$ cat config.mk
export PLATFORM = sky130hd
export DESIGN_NAME = shift_job_sequencer
export DESIGN_NICKNAME = d
export VERILOG_FILES = /design/src/rtl/shift_job_sequencer.sv
export SDC_FILE = /design/constraint.sdc
export NUM_CORES = 1
export LEC_CHECK = 0
export BUFFER_PORTS_ARGS = -buffer_cell sky130_fd_sc_hd__clkbuf_2
export CORE_ASPECT_RATIO = 0.6
export CORE_MARGIN = 4
export CORE_UTILIZATION = 30
export CTS_CLUSTER_DIAMETER = 150
export DETAILED_ROUTE_END_ITERATION = 8
export RECOVER_POWER = 50
export SYNTH_ARGS = -nofsm -noshare
export SYNTH_HDL_FRONTEND = slang
export SYNTH_SLANG_ARGS = --single-unit
$ cat constraint.sdc
create_clock -name clk -period 5.2 [get_ports clk]
set_input_delay 1.04 -clock clk [delete_from_list [all_inputs] [get_ports clk]]
set_output_delay 1.04 -clock clk [all_outputs]
set_load 0.01 [all_outputs]
$ cat src/rtl/shift_job_sequencer.sv
// Multi-cycle job controller for a shared 4-bit barrel shifter: arbitrates two
// requesters round-robin and splits each job into passes of at most 3 positions.
module shift_job_sequencer #(
    parameter int AMT_W = 4
) (
    input  logic             clk,
    input  logic             rst_n,
    input  logic             req0_valid,
    input  logic [3:0]       req0_data,
    input  logic [AMT_W-1:0] req0_amt,
    input  logic             req0_dir,
    input  logic             req0_rotate,
    output logic             req0_ready,
    input  logic             req1_valid,
    input  logic [3:0]       req1_data,
    input  logic [AMT_W-1:0] req1_amt,
    input  logic             req1_dir,
    input  logic             req1_rotate,
    output logic             req1_ready,
    output logic             resp_valid,
    output logic [3:0]       resp_data,
    output logic             resp_id,
    input  logic             resp_ready,
    output logic             busy,
    output logic [3:0]       shf_data_in,
    output logic [1:0]       shf_amt,
    output logic             shf_dir,
    output logic             shf_rotate,
    input  logic [3:0]       shf_data_out
);

    typedef enum logic [1:0] {
        ST_IDLE  = 2'd0,
        ST_SHIFT = 2'd1,
        ST_DONE  = 2'd2
    } state_t;

    state_t           state_r;
    state_t           state_nxt_s;
    logic             rr_ptr_r;
    logic [3:0]       work_r;
    logic [AMT_W-1:0] remaining_r;
    logic             dir_r;
    logic             rotate_r;
    logic             id_r;

    logic             any_valid_s;
    logic             grant_s;
    logic             accept_s;
    logic [1:0]       chunk_s;
    logic [AMT_W-1:0] rem_nxt_s;

    // Arbitration: a lone requester wins outright, contention resolved by rr_ptr_r
    always_comb begin
        any_valid_s = req0_valid | req1_valid;
        if (req0_valid && req1_valid) begin
            grant_s = rr_ptr_r;
        end else if (req1_valid) begin
            grant_s = 1'b1;
        end else begin
            grant_s = 1'b0;
        end
        accept_s = (state_r == ST_IDLE) && any_valid_s;
    end

    // Per-pass chunk is the remaining amount clipped to the shifter's 0..3 range
    always_comb begin
        if (remaining_r > AMT_W'(3)) begin
            chunk_s = 2'd3;
        end else begin
            chunk_s = remaining_r[1:0];
        end
        rem_nxt_s = remaining_r - {{(AMT_W-2){1'b0}}, chunk_s};
    end

    // Next-state logic; a zero-amount job still makes one pass before DONE
    always_comb begin
        state_nxt_s = state_r;
        case (state_r)
            ST_IDLE: begin
                if (accept_s) begin
                    state_nxt_s = ST_SHIFT;
                end else begin
                    state_nxt_s = ST_IDLE;
                end
            end
            ST_SHIFT: begin
                if (rem_nxt_s == '0) begin
                    state_nxt_s = ST_DONE;
                end else begin
                    state_nxt_s = ST_SHIFT;
                end
            end
            ST_DONE: begin
                if (resp_ready) begin
                    state_nxt_s = ST_IDLE;
                end else begin
                    state_nxt_s = ST_DONE;
                end
            end
            default: state_nxt_s = ST_IDLE;
        endcase
    end

    // State, job latch on accept and per-pass work/remaining update
    always_ff @(posedge clk) begin
        if (!rst_n) begin
            state_r     <= ST_IDLE;
            rr_ptr_r    <= 1'b0;
            work_r      <= 4'd0;
            remaining_r <= '0;
            dir_r       <= 1'b0;
            rotate_r    <= 1'b0;
            id_r        <= 1'b0;
        end else begin
            state_r <= state_nxt_s;
            if (accept_s) begin
                work_r      <= grant_s ? req1_data   : req0_data;
                remaining_r <= grant_s ? req1_amt    : req0_amt;
                dir_r       <= grant_s ? req1_dir    : req0_dir;
                rotate_r    <= grant_s ? req1_rotate : req0_rotate;
                id_r        <= grant_s;
                rr_ptr_r    <= ~grant_s;
            end else if (state_r == ST_SHIFT) begin
                work_r      <= shf_data_out;
                remaining_r <= rem_nxt_s;
            end
        end
    end

    assign req0_ready  = accept_s & ~grant_s;
    assign req1_ready  = accept_s &  grant_s;
    assign resp_valid  = (state_r == ST_DONE);
    assign resp_data   = (state_r == ST_DONE) ? work_r : 4'd0;
    assign resp_id     = (state_r == ST_DONE) ? id_r : 1'b0;
    assign busy        = (state_r == ST_SHIFT) || (state_r == ST_DONE);
    assign shf_data_in = work_r;
    assign shf_amt     = (state_r == ST_SHIFT) ? chunk_s : 2'd0;
    assign shf_dir     = dir_r;
    assign shf_rotate  = rotate_r;

endmodule

### Word level (Yosys, flattened, before mapping)

Cells that the tools add are included.

* bits in read-only memories: 0
* output and inout bits: 17
* bits in writable memories: 0
* input bits: 29
* memories kept: 0
* latch bits: 0
* bits in registers: 14
* logic and storage cells: 39

* reduce and logical (&&, ||, !) cells: 6
* magnitude comparators: 1
* bitwise logic cells: 4
* multiply operators: 0
* eq/ne operators: 2
* divide/modulo/power cells: 0
* add/sub/neg operators: 1
* shift-type cells: 0
* mux-type cells: 18

Operators with widths (number)
* 4-bit 2-to-1 mux: 7
* 2-bit 2-to-1 mux: 4
* 1-bit 2-to-1 mux: 6
* 2-bit one-hot mux with 3 select lines: 1
* 4-bit by 2-bit greater-than comparator with 1-bit output, second input constant: 1
* 4-bit logical NOT: 1
* 4-bit by 2-bit subtractor with 4-bit output: 1
* 1-bit bitwise AND: 2
* 2-bit by 1-bit == test with 1-bit output, second input constant: 1
* 2-bit == test, second input constant: 1
* 1-bit logical AND: 2
* 2-bit logical NOT: 1
* 2-bit nonzero test: 1
* 1-bit logical OR: 1
* 1-bit NOT: 1
* 1-bit bitwise OR: 1

### Longest topological paths before layout

Gate-level depths: netlist of run 1.

* depth in word-level cells: 6
* gate-level depth with buffers: 8
* depth with buffers taken out: 7

### Worst setup path after synthesis of run 1

No wires, ideal clock.

* path type: input to output
* start: in req0_valid
* end: out req0_ready
* slack: 2.659 ns
* path buffers: 1
* stages on the path: 3
* arrival time: 1.501 ns
* data required time: 4.160 ns
* path through: a21boi_4 > and2_4 > buf_6

* cells in the longest elaborated chain, start to end: 4
* elaborated cells on any way between the ends: 6
* those cells by class: 1 x mux; 3 x bitwise; 2 x reduce/logical

Ends and longest elaborated chain
* from (decl): RTL line 8 `input logic req0_valid,`
* 1-bit logical AND: RTL line 56 `if (req0_valid && req1_valid) begin`
* 1-bit 2-to-1 mux: RTL line 56
* 1-bit NOT: RTL line 131 `assign req0_ready = accept_s & ~grant_s;`
* 1-bit bitwise AND (*): RTL line 131
* to (decl): RTL line 13 `output logic req0_ready,`

Mark *: on every way between the ends. The rest lies on a longest branch, timed or not.

### Worst setup path in the final report of run 1

* start: in req1_valid
* end: reg remaining_r[1]

* cells in the longest elaborated chain, start to end: 4
* elaborated cells on any way between the ends: 8
* those cells by class: 4 x mux; 1 x bitwise; 3 x reduce/logical

Ends and longest elaborated chain
* from (decl): RTL line 14 `input logic req1_valid,`
* 1-bit 2-to-1 mux or 1-bit logical AND (tied branches): RTL line 58, 56
* 1-bit 2-to-1 mux: RTL line 56
* 4-bit 2-to-1 mux: RTL line 119 `remaining_r <= grant_s ? req1_amt : req0_amt;`
* 4-bit 2-to-1 mux: RTL line 117 `if (accept_s) begin`
* to (signal assigned): RTL line 119
* to (signal assigned): RTL line 126 `remaining_r <= rem_nxt_s;`
* to (decl): RTL line 42 `logic [AMT_W-1:0] remaining_r;`

Parallel ways exist; a longest one is shown, timed or not.
A chain may end at the register's enable or synchronous reset.

==> results of run 1 <==
[kinds of logic (layout without fill, tap and decap cells)]
logic type      after synthesis  count (layout)
compound gates               34              34
fa+ha+maj                     5               5
buf+inv                      10              51
flops                        14              14
simple gates                 41              41
[stage by stage]
step	power [uW]	utilization [%]	hold slack, ns	area, sq um
finish	616	40.8	0.463	1180
global route	670	40.8	0.489	1180
CTS	627	41.3	0.464	1190
detailed placement	532	39.8	0.456	1150
global placement	524	39.8	0.452	1150
floorplan	440	-	0.470	915
[area by class of cell]
type                       count  area (sq um)  share of cell area, %
multi-input combinational     80           578                   49.0
sequential                    14           280                   23.8
inverter                       3          11.3                  0.954
timing repair buffer          45           216                   18.3
clock buffer                   3          41.3                   3.50
tap                           42          52.6                   4.45
[synthesized netlist by cell type, types with 3 or more instances]
library cell,number,area share [%]
o21ai_1,3,1.6
nand3b_1,3,2.5
nor2_1,7,2.9
and2_1,6,4.1
buf_2,3,1.6
nand3_1,4,2.2
a222oi_1,5,5.5
ha_1,5,6.8
nor2b_1,4,2.7
o21ai_0,6,3.3
dfxtp_1,14,31
nand2b_1,6,4.1
a32oi_1,3,2.9
inv_1,3,1.2
[state kept, by name (all words and copies together) (netlist names)]
signal       cells
shf_data_in      4
shf_rotate       1
shf_dir          1
remaining_r      4
state_r          2
id_r             1
rr_ptr_r         1
[path summary, 6_finish.rpt]
path	end	slack, ns	cells after the start
hold / removal	shf_rotate	0.46	2
setup / recovery	remaining_r[1]	2.09	5
setup reg to reg	remaining_r[1]	3.00	6
hold reg to reg	shf_rotate	0.46	2
[layer usage]
layer,up-vias,wire length (um)
met2,34,1180
li1,477,-
met5,-,0
met4,0,9
met3,2,235
met1,449,1230
[worst min-delay path, stage by stage, from the launching register on]
cell	delay [ns]
dfxtp_1	0.31
nand3_1	0.06
o21ai_1	0.05
[power breakdown]
part | switching [uW] | leakage (uW) | internal [uW]
sequential | 38.9 | 0.000116 | 148
combinational | 188 | 0.000385 | 151
clock | 39.7 | 0.0000216 | 51.3
==> reports/qor.yml, run 1 <==
synth:
  ys.flop_type: "dfxtp_1"
  synth_area_sq_um: 915
  synth_xor_area_share_pct: 0
  synth_edf_count: 0
  synth_mux_area_share_pct: 0
  synth-compound-area-share_pct: 30.0
  synth_area_per_cell_sq_um: 8.79
  ys_types: 39
  syn_inst: 104
  synthAdderAreaFrac_pct: 6.84
  ys_warn_count: 0
  synth_top_family_by_area: "compound AO/OA/AOI/OAI gates"
  synth_seq_area_share_pct: 30.6
  syn_nets: 138
  synth_seq_cells: 14
  synthArstFlopShare_pct: 0
  yosys.area_share.simple_pct: 26.8
clock_network:
  cts.sink_count: 14
  cts.repair.resized: 0
  insertion_delay_ns: 0.25
  cts_root_buffer: "clkbuf_8"
  cts_tree: "done"
  cts_setup_buffers: 0
  cts_buffer_depth: 2
  htreeDepth: 1
  clk_pin_slew_ns: 0.06
  cts_buffers: 3
  ctsHoldBuffers: 0
routing:
  route.vias.total: 962
  drc: 0
  detail_route.wl_per_cell_um: 14.2
  antenna_left: 0
  drtIter0Drc: 80
  drt-total-wl_um: 2650
  viasPerCell: 5.14
  first_pass_iters: 4
grt:
  busiest_layer: "met2"
  grt_antenna_before_repair: 0
  gr-usage-met3_pct: 5.56
  grt_pass1_wl_um: 4110
  overflow: 0
  grt_use_total_pct: 13.3
  use_met2_pct: 20.3
  grt_pass1_vias: 851
  grt_start_max_net_pins: 16
  grt_use_met1_pct: 17.4
sta:
  finalSetupTns_ns: 0
  fmax_mhz: 322
  final-hold-violation-count: 0
  tightest_slew_ns: 1.49
  period_share_pct: 59.7
  fin_crit_ns: 3.11
  worst_clock_skew_ns: 0.00166
  relSlewSlack_pct: -0.452
  finalSetupViolations: 0
  grt_setup_unrepaired: "false"
  layout_setup_ws_ns: 2.09
  final-max-slew-violation-count: 1
finish:
  diodes: 0
  drive_gt1_share_pct: 33.1
  nets: 181
  final_cell_mix: "38 x clkbuf_2, 14 x dfxtp_1, 9 x o21ai_0"
  final_common_cell: "clkbuf_2"
  fillers: 317
  stdcell_count: 187
  area_growth_syn_to_layout_pct: 29.0
placed_design:
  portBuffers: 45
  dpl_worst_slack_ns: 2.32
  hpwlAfterDp_um: 2050
  place_inst: 184
  gp_congestion: 0.826
worst_setup_path:
  r2r-start: "state_r[0]"
  crit_top_cell: "o21ai_0"
  critPathSlowestCell: "o21ai_0"
  criticalPathCategory: "input pin to flip-flop"
  cp_cell_sequence: "clkbuf_1, o21ai_0, nand2b_1, o21ai_0, nor2_1"
  cp_max_fo: 13
  cpLargestDelayFamily: "compound AO/OA/AOI/OAI gates"
  crit_path_max_incr_delay_ns: 1.22
  start_kind: "input pin"
  cp.required_ns: 5.33
  crit_path_end_kind: "flip-flop"
  worstPathArrival_ns: 3.23
  critPathBufInv: 1
  startpoint: "req1_valid"
power_and_ir_drop:
  p_leak_uw: 0.000522
  p_per_area_mw_per_mm2: 522
  vdd_drop_max_v: 0.000216
job:
  cap_violations: 1
floorplan:
  coreArea_sq_mm: 0.00289
  die_w_um: 79.3
  die_area_sq_mm: 0.00403
  rows: 15
  start_util_pct: 31.6
  die_y_um: 50.8
  io_pins: 46
hold_path:
  hp-class: "flip-flop to flip-flop"
  hp-start: "shf_rotate"
status:
  violations: "capacitance limit, slew limit"
  status: "finished with violations"
Power figures use the tool's default switching activity.
==> run 2, diff against run 1 <==
--- a/config.mk
+++ b/config.mk
@@ -5,6 +5,7 @@
 export SDC_FILE = /design/constraint.sdc
 export NUM_CORES = 1
 export LEC_CHECK = 0
+export ABC_AREA = 1
 export BUFFER_PORTS_ARGS = -buffer_cell sky130_fd_sc_hd__clkbuf_2
 export CORE_ASPECT_RATIO = 0.6
 export CORE_MARGIN = 4
==> constraint.sdc (replaced) <==
create_clock -name clk -period 3.2 [get_ports clk]
set_input_delay 0.64 -clock clk [delete_from_list [all_inputs] [get_ports clk]]
set_output_delay 0.64 -clock clk [all_outputs]
set_load 0.01 [all_outputs]
==> run 2 against run 1 <==
Compared with the run above:
- the run now ends clean
- global-route usage about the same
- via count increased by 7.1%
- power increased by 73%
- clock-buffer cell count increased by 1
- register-to-register slack got worse by 1.8 ns
- largest cell class unchanged
==> reports/qor.yml, run 2 <==
placed_design:
  placed_area_sq_mm: 0.00119  # was 0.00115 sq mm
  gp_congestion: 0.800  # was 0.826
  hpwlAfterDp_um: 1980  # was 2050 um
  dpl_worst_slack_ns: 1.16  # was 2.32 ns
  portBuffers: 45  # unchanged
synth:
  synth_edf_count: 0  # unchanged
  synth_area_sq_um: 942  # was 915 sq um
  synth_seq_cells: 14  # unchanged
  yosys.area.top_type: "dfxtp_1"  # unchanged
  netlist_top_cells_count: "47 x nand2_1, 31 x inv_1, 15 x nor2_1, 15 x o21ai_0, 14 x dfxtp_1"  # was 14 x dfxtp_1, 7 x nor2_1, 6 x and2_1, 6 x nand2b_1, 6 x o21ai_0
  syn_inst: 156  # was 104
  netlist_top_cells_area: "dfxtp_1 30%, nand2_1 19%, inv_1 12%, o21ai_0 8.0%, ha_1 6.6%"  # was dfxtp_1 31%, ha_1 6.8%, a222oi_1 5.5%, and2_1 4.1%, nand2b_1 4.1%
  ys_warn_count: 0  # unchanged
  ys_types: 16  # was 39
  syn_nets: 190  # was 138
  synth_top_cell_area_share_pct: 29.7  # was 30.6%
  ys.flop_type: "dfxtp_1"  # unchanged
  synth_seq_area_share_pct: 29.7  # was 30.6%
  synth_most_common_cell: "nand2_1"  # was dfxtp_1
  synth_area_per_cell_sq_um: 6.04  # was 8.79 sq um
  synthArstFlopShare_pct: 0  # unchanged
worst_setup_path:
  cp.required_ns: 3.35  # was 5.33 ns
  start_kind: "input pin"  # unchanged
  worstPathArrival_ns: 2.50  # was 3.23 ns
  cp_max_fo: 12  # was 13
  criticalPathCategory: "input pin to flip-flop"  # unchanged
  crit_path_end_kind: "flip-flop"  # unchanged
clock_network:
  cts.sink_count: 14  # unchanged
  cts_buffer_depth: 2  # unchanged
  cts.repair.resized: 0  # unchanged
  cts_buffers: 3  # unchanged
  cts_setup_buffers: 0  # unchanged
  insertion_delay_ns: 0.24  # was 0.25 ns
  cts_root_buffer: "clkbuf_8"  # unchanged
  ctsHoldBuffers: 0  # unchanged
  htreeDepth: 1  # unchanged
  cts_tree: "done"  # unchanged
  clk_pin_slew_ns: 0.06  # about the same
status:
  status: "complete, no violations"  # was finished with violations
floorplan:
  rows: 15  # unchanged
  coreArea_sq_mm: 0.00293  # was 0.00289 sq mm
  die_y_um: 51.4  # was 50.8 um
  die_area_sq_mm: 0.00413  # was 0.00403 sq mm
  die_w_um: 80.3  # was 79.3 um
  start_util_pct: 32.2  # was 31.6%
  io_pins: 46  # unchanged
sta:
  fin_crit_ns: 2.36
  worst_clock_skew_ns: 0.00171  # was 0.00166 ns
  fmax_mhz: 425
  relSlewSlack_pct: 14.1  # was -0.452%
  tightest_slew_ns: 1.27  # was 1.49 ns
  period_share_pct: 73.6
  final-max-slew-violation-count: 0  # was 1
  finalSetupViolations: 0  # unchanged
  final-hold-violation-count: 0  # unchanged
  layout_setup_ws_ns: 0.844  # was 2.09 ns
  whs_ns: 0.475  # was 0.463 ns
  finalSetupTns_ns: 0  # unchanged
  grt_setup_unrepaired: "false"  # unchanged
routing:
  route.vias.total: 1030  # was 962
  drt-total-wl_um: 2440  # was 2650 um
  drc: 0  # unchanged
  viasPerCell: 4.24  # was 5.14
  antenna_left: 0  # unchanged
  drtIter0Drc: 28  # was 80
  first_pass_iters: 6  # was 4
  detail_route.wl_per_cell_um: 10.0  # was 14.2 um
finish:
  fin_area_sq_mm: 0.00123  # was 0.00118 sq mm
  nets: 236  # was 181
  seq_area_sq_um: 280  # unchanged
  drive_gt1_share_pct: 23.9  # was 33.1%
  multi_input_area_sq_um: 507  # was 578 sq um
  fillers: 343  # was 317
  area_growth_syn_to_layout_pct: 30.7  # was 29.0%
  diodes: 0  # unchanged
  final_cell_mix: "47 x nand2_1, 38 x clkbuf_2, 31 x inv_1"  # was 38 x clkbuf_2, 14 x dfxtp_1, 9 x o21ai_0
  final_common_cell: "nand2_1"  # was clkbuf_2
grt:
  grt_pass1_wl_um: 4300  # was 4110 um
  grt_pass1_vias: 987  # was 851
  overflow: 0  # unchanged
  grt_start_max_net_pins: 13  # was 16
  grt_antenna_before_repair: 0  # unchanged
  grt_use_total_pct: 13.3  # about the same
job:
  cap_violations: 0  # was 1
power_and_ir_drop:
  p_leak_uw: 0.000735  # was 0.000522 uW
  p_sw_uw: 499  # was 266 uW
  p_per_area_mw_per_mm2: 867  # was 522 mW/mm^2
  seqPwrFrac_pct: 27.7  # was 30.3%
  power_frac_comb_pct: 56.0  # was 55.0%
  p_int_uw: 568  # was 350 uW
  pwr-share-clk_pct: 16.4  # was 14.8%
  finalPower_uw: 1070  # was 616 uW
  switching_share_pct: 46.8  # was 43.2%
  vdd_drop_max_v: 0.000286  # was 0.000216 V
hold_path:
  hp-class: "flip-flop to flip-flop"  # unchanged
-- run 2: cell types whose count changed after synthesis, moves of 8 or more --
| cell | change |
|---|---|
| nor2_1 | +8 |
| o21ai_0 | +9 |
| nand2_1 | +45 |
| inv_1 | +28 |
-- run 2: metal layers --
layer	GRT usage, %	up-vias	part of all wire (%)
met5	0	-	0
met4	4.49	0	1.4
met2	18.1	32	39
met1	18.9	431	52
li1	-	563	-
met3	5.11	4	8.0
-- run 2: cells by family (layout without fill, tap and decap cells) --
kind of cell,count (synthesis),count (layout),synth area share (%)
AO/OA/AOI/OAI,24,24,13.1
AND/OR/NAND/NOR,77,77,34.4
buffers and inverters,36,81,16.1
flip-flops,14,14,29.7
adder cells (fa/ha/maj),5,5,6.64
-- run 2: path summary, 6_finish.rpt --
| path | startpoint | end | slack (ns) | cells after the start |
|---|---|---|---|---|
| max reg2reg | state_r[1] | remaining_r[1] | 1.20 | 8 |
| min | rr_ptr_r | rr_ptr_r | 0.47 | 2 |
| min reg2reg | rr_ptr_r | rr_ptr_r | 0.47 | 2 |
| max | req1_valid | remaining_r[1] | 0.84 | 7 |
-- run 2: per-stage QoR --
stage	instances	utilization, %
detailed placement	239	40.6
global placement	239	40.6
floorplan	156	-
global route	243	42.1
finish	243	42.1
CTS	243	42.5
-- run 2: worst max-delay path, stage by stage --
cell      delay [ns]
clkbuf_1        0.10
o21ai_0         1.00
nand2_2         0.36
o21ai_0         0.26
inv_1           0.06
nand2_1         0.06
inv_1           0.03
-- run 2: power groups by stage --
stage / Clock [uW] / Combinational (uW) / Sequential (uW)
final: 175 / 598 / 295
after global routing: 188 / 704 / 307
after CTS: 182 / 614 / 294
after detailed placement: 0 / 612 / 297
after global placement: 0 / 613 / 299
after floorplan: 0 / 462 / 300
-- run 2: area by class of cell --
type,instances,share of cell area (%)
Multi-Input combinational cell,106,41.2
Sequential cell,14,22.8
Timing Repair Buffer,45,17.6
Inverter,32,9.76
Clock buffer,4,4.47
Tap cell,42,4.27
